File: src/rtl/keypad_entry_pkg.sv
// keypad_entry_pkg: shared constants, FSM states and key map for the keypad entry block
package keypad_entry_pkg;

    localparam logic [3:0] KEY_STAR = 4'hE;
    localparam logic [3:0] KEY_HASH = 4'hF;
    localparam int NUM_ROWS = 4;
    localparam int NUM_COLS = 4;

    typedef enum logic [1:0] {IDLE, CAND, HELD, REL} state_t;

    // Nibble at index {row, col}: row 0 = 1 2 3 A ... row 3 = * 0 # D
    localparam logic [63:0] KEY_TABLE = 64'hDF0E_C987_B654_A321;

    function automatic logic [3:0] key_code(input logic [1:0] r, input logic [1:0] c);
        return KEY_TABLE[{r, c, 2'b00} +: 4];
    endfunction

endpackage

File: src/rtl/keypad_entry_if.sv
// keypad_entry_if: keypad matrix lines and entry outputs of the keypad block
interface keypad_entry_if;
    logic [3:0]  ROW;
    logic [3:0]  COL;
    logic [3:0]  KEY;
    logic        KEY_VALID;
    logic [15:0] DIGITS;
    logic        LOAD;
    modport master (input ROW, output COL, KEY, KEY_VALID, DIGITS, LOAD);
    modport slave  (output ROW, input COL, KEY, KEY_VALID, DIGITS, LOAD);
endinterface

File: src/rtl/DOWN_CNT.sv
// DOWN_CNT: enabled modulo prescaler, CEO pulses once every MODULO enabled cycles
module DOWN_CNT #(
    parameter int MODULO = 4
) (
    input  logic CLK,
    input  logic CLR,
    input  logic CE,
    output logic CEO
);
    localparam int W = $clog2(MODULO);
    logic [W-1:0] cnt;
    always_ff @(posedge CLK) begin
        if (CLR) cnt <= '0;
        else if (CE) cnt <= (cnt == '0) ? W'(MODULO - 1) : cnt - 1'b1;
    end
    assign CEO = CE && cnt == W'(1);
endmodule

File: src/rtl/keypad_entry.sv
// keypad_entry: scans a 4x4 keypad, debounces per frame and builds a 4-digit BCD entry
module keypad_entry
    import keypad_entry_pkg::*;
#(
    parameter int SCAN_DIV        = 100000,
    parameter int DEBOUNCE_FRAMES = 3
) (
    input logic            CLK,
    input logic            CLR,
    input logic            CE,
    keypad_entry_if.master kp
);
    localparam int CW = $clog2(DEBOUNCE_FRAMES + 1);
    localparam logic [CW-1:0] DF = CW'(DEBOUNCE_FRAMES);

    logic          tick, fe, accept;
    logic [3:0]    row_s1, row_s2;
    logic [1:0]    col, low_row;
    logic [2:0]    lows, tot;
    logic [1:0]    acc_n, m_n;
    logic [3:0]    acc_code, m_code;
    state_t        state, state_n;
    logic [3:0]    cand, cand_n;
    logic [CW-1:0] cnt, cnt_n;

    DOWN_CNT #(.MODULO(SCAN_DIV)) u_pre (.CLK(CLK), .CLR(CLR), .CE(CE), .CEO(tick));

    assign kp.COL = ~(4'b0001 << col);

    // Low-row count saturates at 2: only NONE / SINGLE / MULTI matter per frame
    always_comb begin
        lows = 3'd0;
        low_row = 2'd0;
        for (int r = NUM_ROWS - 1; r >= 0; r--) begin
            if (!row_s2[r]) begin
                lows = lows + 3'd1;
                low_row = 2'(r);
            end
        end
        tot = {1'b0, acc_n} + lows;
        m_n = (tot >= 3'd2) ? 2'd2 : tot[1:0];
        m_code = (lows != 3'd0) ? key_code(low_row, col) : acc_code;
        fe = tick && col == 2'(NUM_COLS - 1);
    end

    always_comb begin
        state_n = state;
        cand_n = cand;
        cnt_n = cnt;
        accept = 1'b0;
        if (fe) begin
            case (state)
                IDLE: if (m_n == 2'd1) begin
                    state_n = CAND;
                    cand_n = m_code;
                    cnt_n = CW'(1);
                end
                CAND: if (m_n != 2'd1) state_n = IDLE;
                    else if (m_code != cand) begin
                        cand_n = m_code;
                        cnt_n = CW'(1);
                    end
                    else cnt_n = cnt + 1'b1;
                HELD: if (m_n == 2'd0) begin
                    state_n = REL;
                    cnt_n = CW'(1);
                end
                REL: if (m_n != 2'd0) state_n = HELD;
                    else cnt_n = cnt + 1'b1;
                default: state_n = IDLE;
            endcase
            if (state_n == CAND && cnt_n == DF) begin
                state_n = HELD;
                accept = 1'b1;
            end
            if (state_n == REL && cnt_n == DF) state_n = IDLE;
        end
    end

    always_ff @(posedge CLK) begin
        if (CLR) begin
            row_s1 <= 4'b1111;
            row_s2 <= 4'b1111;
            col <= 2'd0;
            acc_n <= 2'd0;
            acc_code <= 4'd0;
            state <= IDLE;
            cand <= 4'd0;
            cnt <= '0;
            kp.KEY <= 4'd0;
            kp.KEY_VALID <= 1'b0;
            kp.DIGITS <= 16'd0;
            kp.LOAD <= 1'b0;
        end else begin
            row_s1 <= kp.ROW;
            row_s2 <= row_s1;
            if (tick) begin
                col <= col + 2'd1;
                acc_n <= fe ? 2'd0 : m_n;
                acc_code <= fe ? 4'd0 : m_code;
            end
            state <= state_n;
            cand <= cand_n;
            cnt <= cnt_n;
            kp.KEY_VALID <= accept;
            kp.LOAD <= accept && cand_n == KEY_HASH;
            if (accept) begin
                kp.KEY <= cand_n;
                kp.DIGITS <= (cand_n <= 4'd9) ? {kp.DIGITS[11:0], cand_n} :
                             (cand_n == KEY_STAR) ? 16'd0 : kp.DIGITS;
            end
        end
    end

endmodule

File: src/flat_wrapper.sv
// flat-port wrapper written by rule: the top's interface ports become plain ports
module keypad_entry_flat import keypad_entry_pkg::*;
#(
    parameter int SCAN_DIV        = 100000,
    parameter int DEBOUNCE_FRAMES = 3
)
  (CLK, CLR, CE, kp_ROW, kp_COL, kp_KEY, kp_KEY_VALID, kp_DIGITS, kp_LOAD);
  keypad_entry_if kp_i ();
  input logic CLK;
  input logic CLR;
  input logic CE;
  input wire logic [$bits(kp_i.ROW)-1:0] kp_ROW;
  output wire logic [$bits(kp_i.COL)-1:0] kp_COL;
  output wire logic [$bits(kp_i.KEY)-1:0] kp_KEY;
  output wire logic [$bits(kp_i.KEY_VALID)-1:0] kp_KEY_VALID;
  output wire logic [$bits(kp_i.DIGITS)-1:0] kp_DIGITS;
  output wire logic [$bits(kp_i.LOAD)-1:0] kp_LOAD;
  assign kp_i.ROW = kp_ROW;
  assign kp_COL = kp_i.COL;
  assign kp_KEY = kp_i.KEY;
  assign kp_KEY_VALID = kp_i.KEY_VALID;
  assign kp_DIGITS = kp_i.DIGITS;
  assign kp_LOAD = kp_i.LOAD;
  keypad_entry #(.SCAN_DIV(SCAN_DIV), .DEBOUNCE_FRAMES(DEBOUNCE_FRAMES)) u_core (.CLK(CLK), .CLR(CLR), .CE(CE), .kp(kp_i));
endmodule
File: config.mk
export PLATFORM = sky130hd
export DESIGN_NAME = keypad_entry_flat
export DESIGN_NICKNAME = d
export VERILOG_FILES = /design/src/rtl/keypad_entry_pkg.sv /design/src/rtl/keypad_entry_if.sv /design/src/rtl/DOWN_CNT.sv /design/src/rtl/keypad_entry.sv /design/src/flat_wrapper.sv
export SDC_FILE = /design/constraint.sdc
export NUM_CORES = 1
export LEC_CHECK = 0
export CORE_MARGIN = 4
export CORE_UTILIZATION = 45
export CTS_CLUSTER_SIZE = 14
export DETAILED_ROUTE_END_ITERATION = 12
export PLACE_DENSITY = 0.73
export RECOVER_POWER = 25
export SYNTH_ARGS = -nofsm -noshare
export SYNTH_HDL_FRONTEND = slang
export SYNTH_SLANG_ARGS = --single-unit
File: constraint.sdc
create_clock -name CLK -period 4.4 [get_ports CLK]
set_clock_uncertainty 0.2 [all_clocks]
set_input_delay 0.44 -clock CLK [delete_from_list [all_inputs] [get_ports CLK]]
set_output_delay 0.44 -clock CLK [all_outputs]
set_load 0.02 [all_outputs]
==> flow_metrics.tcl, run 1 <==
set metrics [dict create \
    cp-start-kind "flop" \
    synth.avg_cell_area_um2 8.66 \
    wl_met3_um 279 \
    cts.path.max_buffers 2 \
    fin_nets 450 \
    ys_seq_area_share_pct 37.5 \
    dp_slack_ps -48.1 \
    drc_errors 0 \
    gr-total-overflow 0 \
    maxSlewHeadroom_pct 34.6 \
    r2r_start "u_core.row_s2[2]" \
    dp_hpwl_um 5370 \
    power.density_nw_per_um2 383 \
    vias 2844 \
    viasPerCell 5.37 \
    hold_depth 1 \
    rows 31 \
    num_antenna_cells 0 \
    core-area_um2 7250 \
    grt_pass1_vias 2819 \
    grt_max_degree 62 \
    synthMuxAreaShare_pct 5.98 \
    hp-start "u_core.row_s1[3]" \
    synth_seq_cells 63 \
    finalMaxSlewViolations 0 \
    synth-main-ff-cell "dfxtp_1" \
    async_flop_share_pct 0 \
    synth_area_leaders "dfxtp_1 37%, ha_1 5.6%, nor2_1 4.0%" \
    cts_root_buf "clkbuf_8" \
    first_pass_iters 5 \
    cts_buffers 9 \
    cts_hold_buffers 0 \
    wl_per_cell_um 14.0 \
    wl_met1_um 3510 \
    synthSimpleGateAreaFrac_pct 23.8 \
    worstReg2RegEnd "u_core.kp.DIGITS[12]" \
    setup_violations 0 \
    holdWs_ps 210 \
    gp_congestion 0.862 \
    htreeDepth 3 \
    worstMarginPinSlew_ps 981 \
    dieArea_um2 8930 \
    fp.dieW_um 94.5 \
    clock-sinks 63 \
    syn_inst 389 \
    dr.max_layer_used "met4" \
    synth_top_family_by_area "simple AND/OR/NAND/NOR gates" \
    synth_nets 412 \
    cp.arrival_ps 4210 \
    yosysWarnings 0 \
    rsz0062_at_grt "no" \
    slowest_stage "or3_4" \
    reg2reg_slack_ps 230 \
    synth_area_um2 3370 \
    r2r_cells 16 \
    stdcell_area_um2 4070 \
    synth_edf_count 0 \
    clk_pin_slew_ps 60 \
    clock.fmax_mhz 240 \
    cp_top_family "adder cells" \
    fin_crit_sh_pct 94.8 \
    yosys.area_share.xor_xnor_pct 5.91 \
    synth_cell_types 57 \
    synth_area_leader_cell "dfxtp_1" \
    path_class "reg -> reg" \
    routed_wl_um 7440 \
    period_needed_ps 4170 \
    initial_core_util_pct 46.4 \
    p_leak_nw 1.59 \
    min_delay_worst_endpoint "u_core.row_s2[3]" \
    placed_area_um2 3860 \
    crit_fanout 15 \
    synth_compound_area_share_pct 14.6 \
    ir_drop_mv 0.150 \
    detail-route-antenna-nets 0 \
    synth.top_cell.area_share_pct 37.5 \
    end_kind "flop" \
    area_delta_synth_final_pct 20.9 \
    insertion_delay_ps 340 \
    cp.buffers_inverters 4 \
    status "finished, final reports clean" \
    critical_path_required_ps 4440 \
    cap_viol_max_count 0 \
    fill_cells 669 \
    postCtsSetupBuffers 0 \
    tritoncts "yes" \
    min_path_type "reg -> reg" \
    wl_met2_um 3520 \
    first_iter_violations 126 \
    ios 33 \
    finalPower_mw 1.56 \
    grt_pass1_wl_um 12900 \
    dieHeight_um 94.5 \
    slowest_delay_ps 430 \
    hold_viol 0 \
    drive_above_1_share_pct 13.9 \
    worst_slack_ps 230 \
    synth_adder_area_share_pct 6.17 \
    antenna_found_initial 0 \
    path_cells "inv_1 -> ha_4 -> xnor2_2 -> ha_1 -> mux2_2 -> fa_1 -> xor3_1 -> or3_4 -> or3_4 -> mux2i_4 -> buf_4 -> a21oi_2 -> buf_4 -> a21oi_4 -> buf_12 -> o32ai_1" \
    grt_use_total_pct 18.3 \
    fin_tns_setup_ps 0 \
    port_buffers 32 \
]
[synthesized netlist by cell type (2+ instances only)]
master,count
a211oi_1,4
a21o_1,2
a21oi_1,20
a22o_1,2
a22oi_1,3
a311oi_1,2
a31oi_1,4
and3_1,7
buf_6,3
clkbuf_1,17
dfxtp_1,63
ha_1,15
inv_1,27
mux2_2,4
mux2i_1,12
nand2_1,23
nand2b_1,16
nand3_1,12
nand3b_1,6
nand4_1,3
nor2_1,36
nor2b_1,4
nor3_1,9
nor4_1,7
nor4b_1,2
o21ai_0,7
o22ai_1,10
o32ai_1,6
or2_2,12
or3_1,4
or4_1,3
xnor2_1,13
xor2_1,7
[layout make-up]
| cell class | instances | area, um^2 | area share [%] |
|---|---|---|---|
| multi-input combinational | 278 | 1940 | 47.6 |
| sequential | 63 | 1260 | 31.0 |
| timing repair buffer | 48 | 448 | 11.0 |
| clock buffer | 12 | 155 | 3.81 |
| tap | 99 | 124 | 3.04 |
| inverter | 27 | 101 | 2.49 |
| clock inverter | 3 | 42.5 | 1.05 |
[metrics by stage]
stage          instances  util [%]
3_5_place_dp         515      53.3
2_1_floorplan        389         -
6_report             530      56.1
3_3_place_gp         515      53.3
4_1_cts              530      56.0
5_1_grt              530      56.1
[logic make-up (layout without fill, tap and decap cells)]
kind of cell,after synthesis,in the layout
adders and majority gates,16,16
and+or+nand+nor,151,151
buffers and inverters,48,90
DFF,63,63
AOI/OAI and AO/OA,72,72
muxes,18,18
xor gates and xnor gates,21,21
[layer usage]
| layer | track usage, % | vias up |
|---|---|---|
| met4 | 7.69 | 0 |
| met1 | 22.8 | 1340 |
| li1 | - | 1436 |
| met5 | 0 | - |
| met2 | 30.3 | 58 |
| met3 | 4.38 | 10 |
[report_power, final]
group	internal, mW	leakage [nW]	switching, mW
registers	0.623	0.511	0.0553
logic	0.171	0.977	0.209
clock network	0.289	0.0985	0.213
total	1.08	1.59	0.478
[timing repair]
action                     4_1_cts  5_1_grt
pin swaps                        0        1
setup endpoints to repair       13       15
gates resized for setup          1        2
[state kept, by name, summed over array words and instances (netlist names)]
register / flops
u_core.acc_n: 2
u_core.cnt: 2
u_core.acc_code: 4
u_core.row_s2: 4
u_core.col: 2
u_core.kp.LOAD: 1
u_core.state: 2
u_core.u_pre.cnt: 17
u_core.kp.KEY_VALID: 1
u_core.kp.DIGITS: 16
u_core.row_s1: 4
u_core.cand: 4
u_core.kp.KEY: 4
[cells in the final DEF, fill, tap and decap left out, types with 7 or more instances in the layout]
cell type,instances
nor2_1,36
nor3_1,9
o22ai_1,10
dlygate4sd3_1,13
mux2i_1,11
ha_1,14
nand2_1,23
nand3_1,12
buf_4,15
o21ai_0,7
dfxtp_1,62
inv_1,27
xor2_1,7
or2_2,12
nand2b_1,16
nor4_1,7
and3_1,7
clkbuf_8,11
xnor2_1,12
a21oi_1,19
clkdlybuf4s50_1,18
[how the worst max path moves through the flow]
stage	start	end	depth (start not counted)
after floorplan	u_core.row_s2[2]	u_core.kp.DIGITS[0]	15
after global placement	u_core.row_s2[2]	u_core.kp.DIGITS[0]	14
after detailed placement	u_core.row_s2[3]	u_core.kp.DIGITS[5]	14
after CTS	u_core.row_s2[3]	u_core.kp.DIGITS[5]	14
after global routing	u_core.row_s2[2]	u_core.kp.DIGITS[14]	16
final	u_core.row_s2[2]	u_core.kp.DIGITS[12]	16
Power figures use the tool's default switching activity.
==> run 2, diff against run 1 <==
Settings changed: REMOVE_ABC_BUFFERS from default to 1.
==> flow_metrics.tcl, run 2 (same netlist as run 1, synthesis figures left out) <==
set metrics [dict create \
    status "finished, final reports clean" \
    grt_use_total_pct 17.2 \
    end_kind "flop" \
    setup_violations 0 \
    viasPerCell 5.39 \
    grt_pass1_vias 2808 \
    dp_hpwl_um 5240 \
    core-area_um2 7250 \
    multi_input_area_um2 1940 \
    antenna_found_initial 0 \
    hold_viol 0 \
    cts_buffers 9 \
    ir_drop_mv 0.309 \
    critical_path_required_ps 4410 \
    final_cell_mix "63 x dfxtp_1, 36 x nor2_1, 27 x inv_1" \
    rsz0062_at_grt "no" \
    num_antenna_cells 0 \
    min_path_type "reg -> reg" \
    rows 31 \
    ios 33 \
    first_iter_violations 154 \
    clk_pin_slew_ps 80 \
    regMostFlops "u_core.u_pre.cnt" \
    worstMarginPinSlew_ps 530 \
    grt_pass1_wl_um 12400 \
    cp-start-kind "flop" \
    insertion_delay_ps 340 \
    cap_viol_max_count 0 \
    vias 2890 \
    fin_nets 455 \
    clock-sinks 63 \
    gp_congestion 0.843 \
    largest_reg_flops 17 \
    largestRegisters "u_core.u_pre.cnt (17), u_core.kp.DIGITS (16)" \
    cp.arrival_ps 4290 \
    power.density_nw_per_um2 394 \
    holdWs_ps 212 \
    routed_wl_um 7260 \
    wl_per_cell_um 13.5 \
    tritoncts "yes" \
    drc_errors 0 \
    gr-total-overflow 0 \
    dieArea_um2 8930 \
    fp.dieW_um 94.5 \
    maxSlewHeadroom_pct 64.3 \
    first_pass_iters 4 \
    fin_crit_sh_pct 97.3 \
    drive_above_1_share_pct 15.1 \
    cts_root_buf "clkbuf_8" \
    crit_fanout 4 \
    p_leak_nw 1.64 \
    cts.path.max_buffers 2 \
    area_delta_synth_final_pct 22.8 \
    htreeDepth 3 \
    fill_cells 667 \
    path_class "reg -> reg" \
    dieHeight_um 94.5 \
    grt_max_degree 32 \
    clock.fmax_mhz 234 \
    initial_core_util_pct 46.4 \
    detail-route-antenna-nets 0 \
    finalMaxSlewViolations 0 \
    period_needed_ps 4280 \
    seq_area_um2 1260 \
    finalPower_mw 1.63 \
    port_buffers 32 \
    final_common_cell "dfxtp_1" \
]
[run 2: timing repair]
item / in CTS / in global routing
pin swaps: 1 / 2
setup buffers: 0 / 0
hold buffers: 0 / 0
resized for setup: 3 / 4
cloned: 0 / 0
endpoints found under the setup margin: 15 / 15
hold endpoints to repair: 0 / 0
[run 2: path summary, 6_finish.rpt]
path,startpoint,to,slack (ps),cells past startpoint
min reg2reg,u_core.row_s1[1],u_core.row_s2[1],210,1
min,u_core.row_s1[1],u_core.row_s2[1],210,1
max,u_core.row_s2[2],u_core.kp.DIGITS[0],120,14
max reg2reg,u_core.row_s2[2],u_core.kp.DIGITS[0],120,14
[run 2: per-stage QoR]
step	cells	TNS [ps]	worst slack, ps	instance area [um^2]	util (%)
5_1_grt	536	0	6.74	4140	57.0
3_3_place_gp	520	-919	-85.6	3870	53.4
3_5_place_dp	520	-2660	-200	3870	53.4
4_1_cts	536	0	86.4	4120	56.8
6_report	536	0	118	4140	57.0
2_1_floorplan	368	-3190	-232	3260	-
[run 2: routing by layer]
layer / share of wire (%) / track usage (%) / vias to the layer above
li1: - / - / 1452
met1: 45 / 21.1 / 1362
met2: 50 / 30.1 / 68
met3: 4.1 / 3.59 / 8
met4: 0.94 / 5.41 / 0
met5: 0 / 0 / -
[run 2: power breakdown]
group | total (mW) | switching (mW) | internal (mW)
Sequential | 0.677 | 0.0541 | 0.623
Clock | 0.574 | 0.247 | 0.327
Combinational | 0.379 | 0.209 | 0.170
Total | 1.63 | 0.510 | 1.12
[run 2: area by class of cell]
cell class | instances | share of cell area (%)
Clock buffer | 9 | 3.00
Clock inverter | 7 | 2.51
Inverter | 27 | 2.45
Multi-Input combinational cell | 278 | 46.8
Sequential cell | 63 | 30.5
Tap cell | 99 | 3.00
Timing Repair Buffer | 53 | 11.7
[run 2: critical path, stage by stage, from the launching register on]
cell     delay [ps]
dfxtp_1         360
inv_1            50
ha_1            340
xnor2_2         160
ha_1            330
mux2_2          290
fa_1            400
xor3_1          220
or3_4           350
or3_4           390
mux2i_2         230
or3b_4          430
a21oi_4         170
buf_4           150
o32ai_2          70
==> run 3, diff against run 2 <==
Settings changed: PLACE_DENSITY 0.73 to 0.68, SLEW_MARGIN from default to 20.
==> flow_metrics.tcl, run 3 (same netlist as run 1, synthesis figures left out) <==
set metrics [dict create \
    antenna_found_initial 0 \
    drc_errors 0 \
    r2r_start "u_core.row_s2[2]" \
    r2r_cells 14 \
    fin_nets 455 \
    detail-route-antenna-nets 0 \
    ir_drop_mv 0.343 \
    fp.dieW_um 94.5 \
    multi_input_area_um2 1940 \
    first_iter_violations 120 \
    viasPerCell 5.34 \
    reg2reg_slack_ps 170 \
    final_cell_mix "63 x dfxtp_1, 36 x nor2_1, 27 x inv_1" \
    first_pass_iters 4 \
    worst_slack_ps 172 \
    status "finished, final reports clean" \
    period_needed_ps 4230 \
    final_common_cell "dfxtp_1" \
    crit_fanout 15 \
    fill_cells 682 \
    end_kind "flop" \
    path_class "reg -> reg" \
    core-area_um2 7250 \
    worstReg2RegEnd "u_core.kp.DIGITS[15]" \
    min_path_type "reg -> reg" \
    maxSlewHeadroom_pct 7.07 \
    cap_viol_max_count 0 \
    fin_util_pct 56.3 \
    tritoncts "yes" \
    insertion_delay_ps 340 \
    setup_violations 0 \
    rows 31 \
    grt_max_degree 38 \
    cp-endpoint "u_core.kp.DIGITS[15]" \
    initial_core_util_pct 46.4 \
    clock-sinks 63 \
    fin_crit_sh_pct 96.1 \
    grt_use_total_pct 17.3 \
    finalMaxSlewViolations 0 \
    regMostFlops "u_core.u_pre.cnt" \
    grt_pass1_vias 2710 \
    cts_buffers 9 \
    crit_start "u_core.row_s2[2]" \
    hold_viol 0 \
    power.density_nw_per_um2 367 \
    p_leak_nw 1.58 \
    vias 2861 \
    dp_slack_ps -204 \
    port_buffers 32 \
    drive_above_1_share_pct 14.6 \
    largestRegisters "u_core.u_pre.cnt (17), u_core.kp.DIGITS (16)" \
    num_antenna_cells 0 \
    fin_tns_setup_ps 0 \
    postCtsSetupBuffers 0 \
    largest_reg_flops 17 \
    cp.arrival_ps 4210 \
    grt_pass1_wl_um 12300 \
    cts_root_buf "clkbuf_8" \
    gr-total-overflow 0 \
    area_delta_synth_final_pct 21.3 \
    clk_pin_slew_ps 80 \
    dieArea_um2 8930 \
    critical_path_required_ps 4380 \
    dieHeight_um 94.5 \
    routed_wl_um 7300 \
    ios 33 \
    dp_hpwl_um 5300 \
    rsz0062_at_grt "no" \
    htreeDepth 3 \
    seq_area_um2 1260 \
    wl_per_cell_um 13.6 \
    clock.fmax_mhz 236 \
    gp_congestion 0.850 \
    worstMarginPinSlew_ps 1390 \
    cts.path.max_buffers 2 \
    cp-start-kind "flop" \
    holdWs_ps 209 \
]
run 3: what timing repair did:
item / 4_1_cts / 5_1_grt
endpoints found under the setup margin: 16 / 16
pin swaps: 1 / 4
gates cloned: 0 / 0
hold buffers: 0 / 0
resized for setup: 4 / 4
run 3: worst max-delay path, stage by stage (launching register included):
cell     delay (ps)
dfxtp_1         330
inv_1            70
ha_4            250
xnor2_2         140
ha_1            330
mux2_2          280
fa_1            400
xor3_1          220
or3_4           340
or3_4           430
mux2i_2         210
or3b_4          450
a21oi_4         180
buf_12          150
o32ai_1          80
run 3: final cells by class:
class                   instances  area share (%)
multi-input cells             278            47.6
flip-flops and latches         63            30.9
repair buffers                 53            11.8
clock buffers                   9            3.03
well taps                      99            3.03
inverters                      27            2.48
clock inverters                 7            1.23
run 3: how the worst min path moves through the flow:
stage               cells after the start  slack (ps)             start          endpoint
floorplan                               1         190  u_core.row_s1[0]  u_core.row_s2[0]
global placement                        1         190  u_core.row_s1[3]  u_core.row_s2[3]
detailed placement                      1         190  u_core.row_s1[2]  u_core.row_s2[2]
CTS                                     1         210  u_core.row_s1[2]  u_core.row_s2[2]
global route                            1         220  u_core.row_s1[2]  u_core.row_s2[2]
finish                                  1         210  u_core.row_s1[2]  u_core.row_s2[2]
run 3: metal layers:
metal / part of all wire, % / up-vias / GRT usage [%]
li1: - / 1457 / -
met1: 47 / 1354 / 21.9
met2: 48 / 40 / 28.4
met3: 3.8 / 10 / 5.58
met4: 1.3 / 0 / 4.81
met5: 0 / - / 0
run 3: metrics by stage:
stage,cell area (um^2),std cells,power (mW)
after global routing,4090,536,1.59
after global placement,3870,520,1.05
after floorplan,3260,368,0.948
after detailed placement,3870,520,1.06
final,4090,536,1.50
after CTS,4070,536,1.51
run 3: power breakdown:
part | leakage [nW] | internal, mW | total [mW] | switching [mW]
Clock | 0.0812 | 0.203 | 0.443 | 0.240
Combinational | 0.989 | 0.171 | 0.383 | 0.212
Sequential | 0.512 | 0.623 | 0.675 | 0.0520
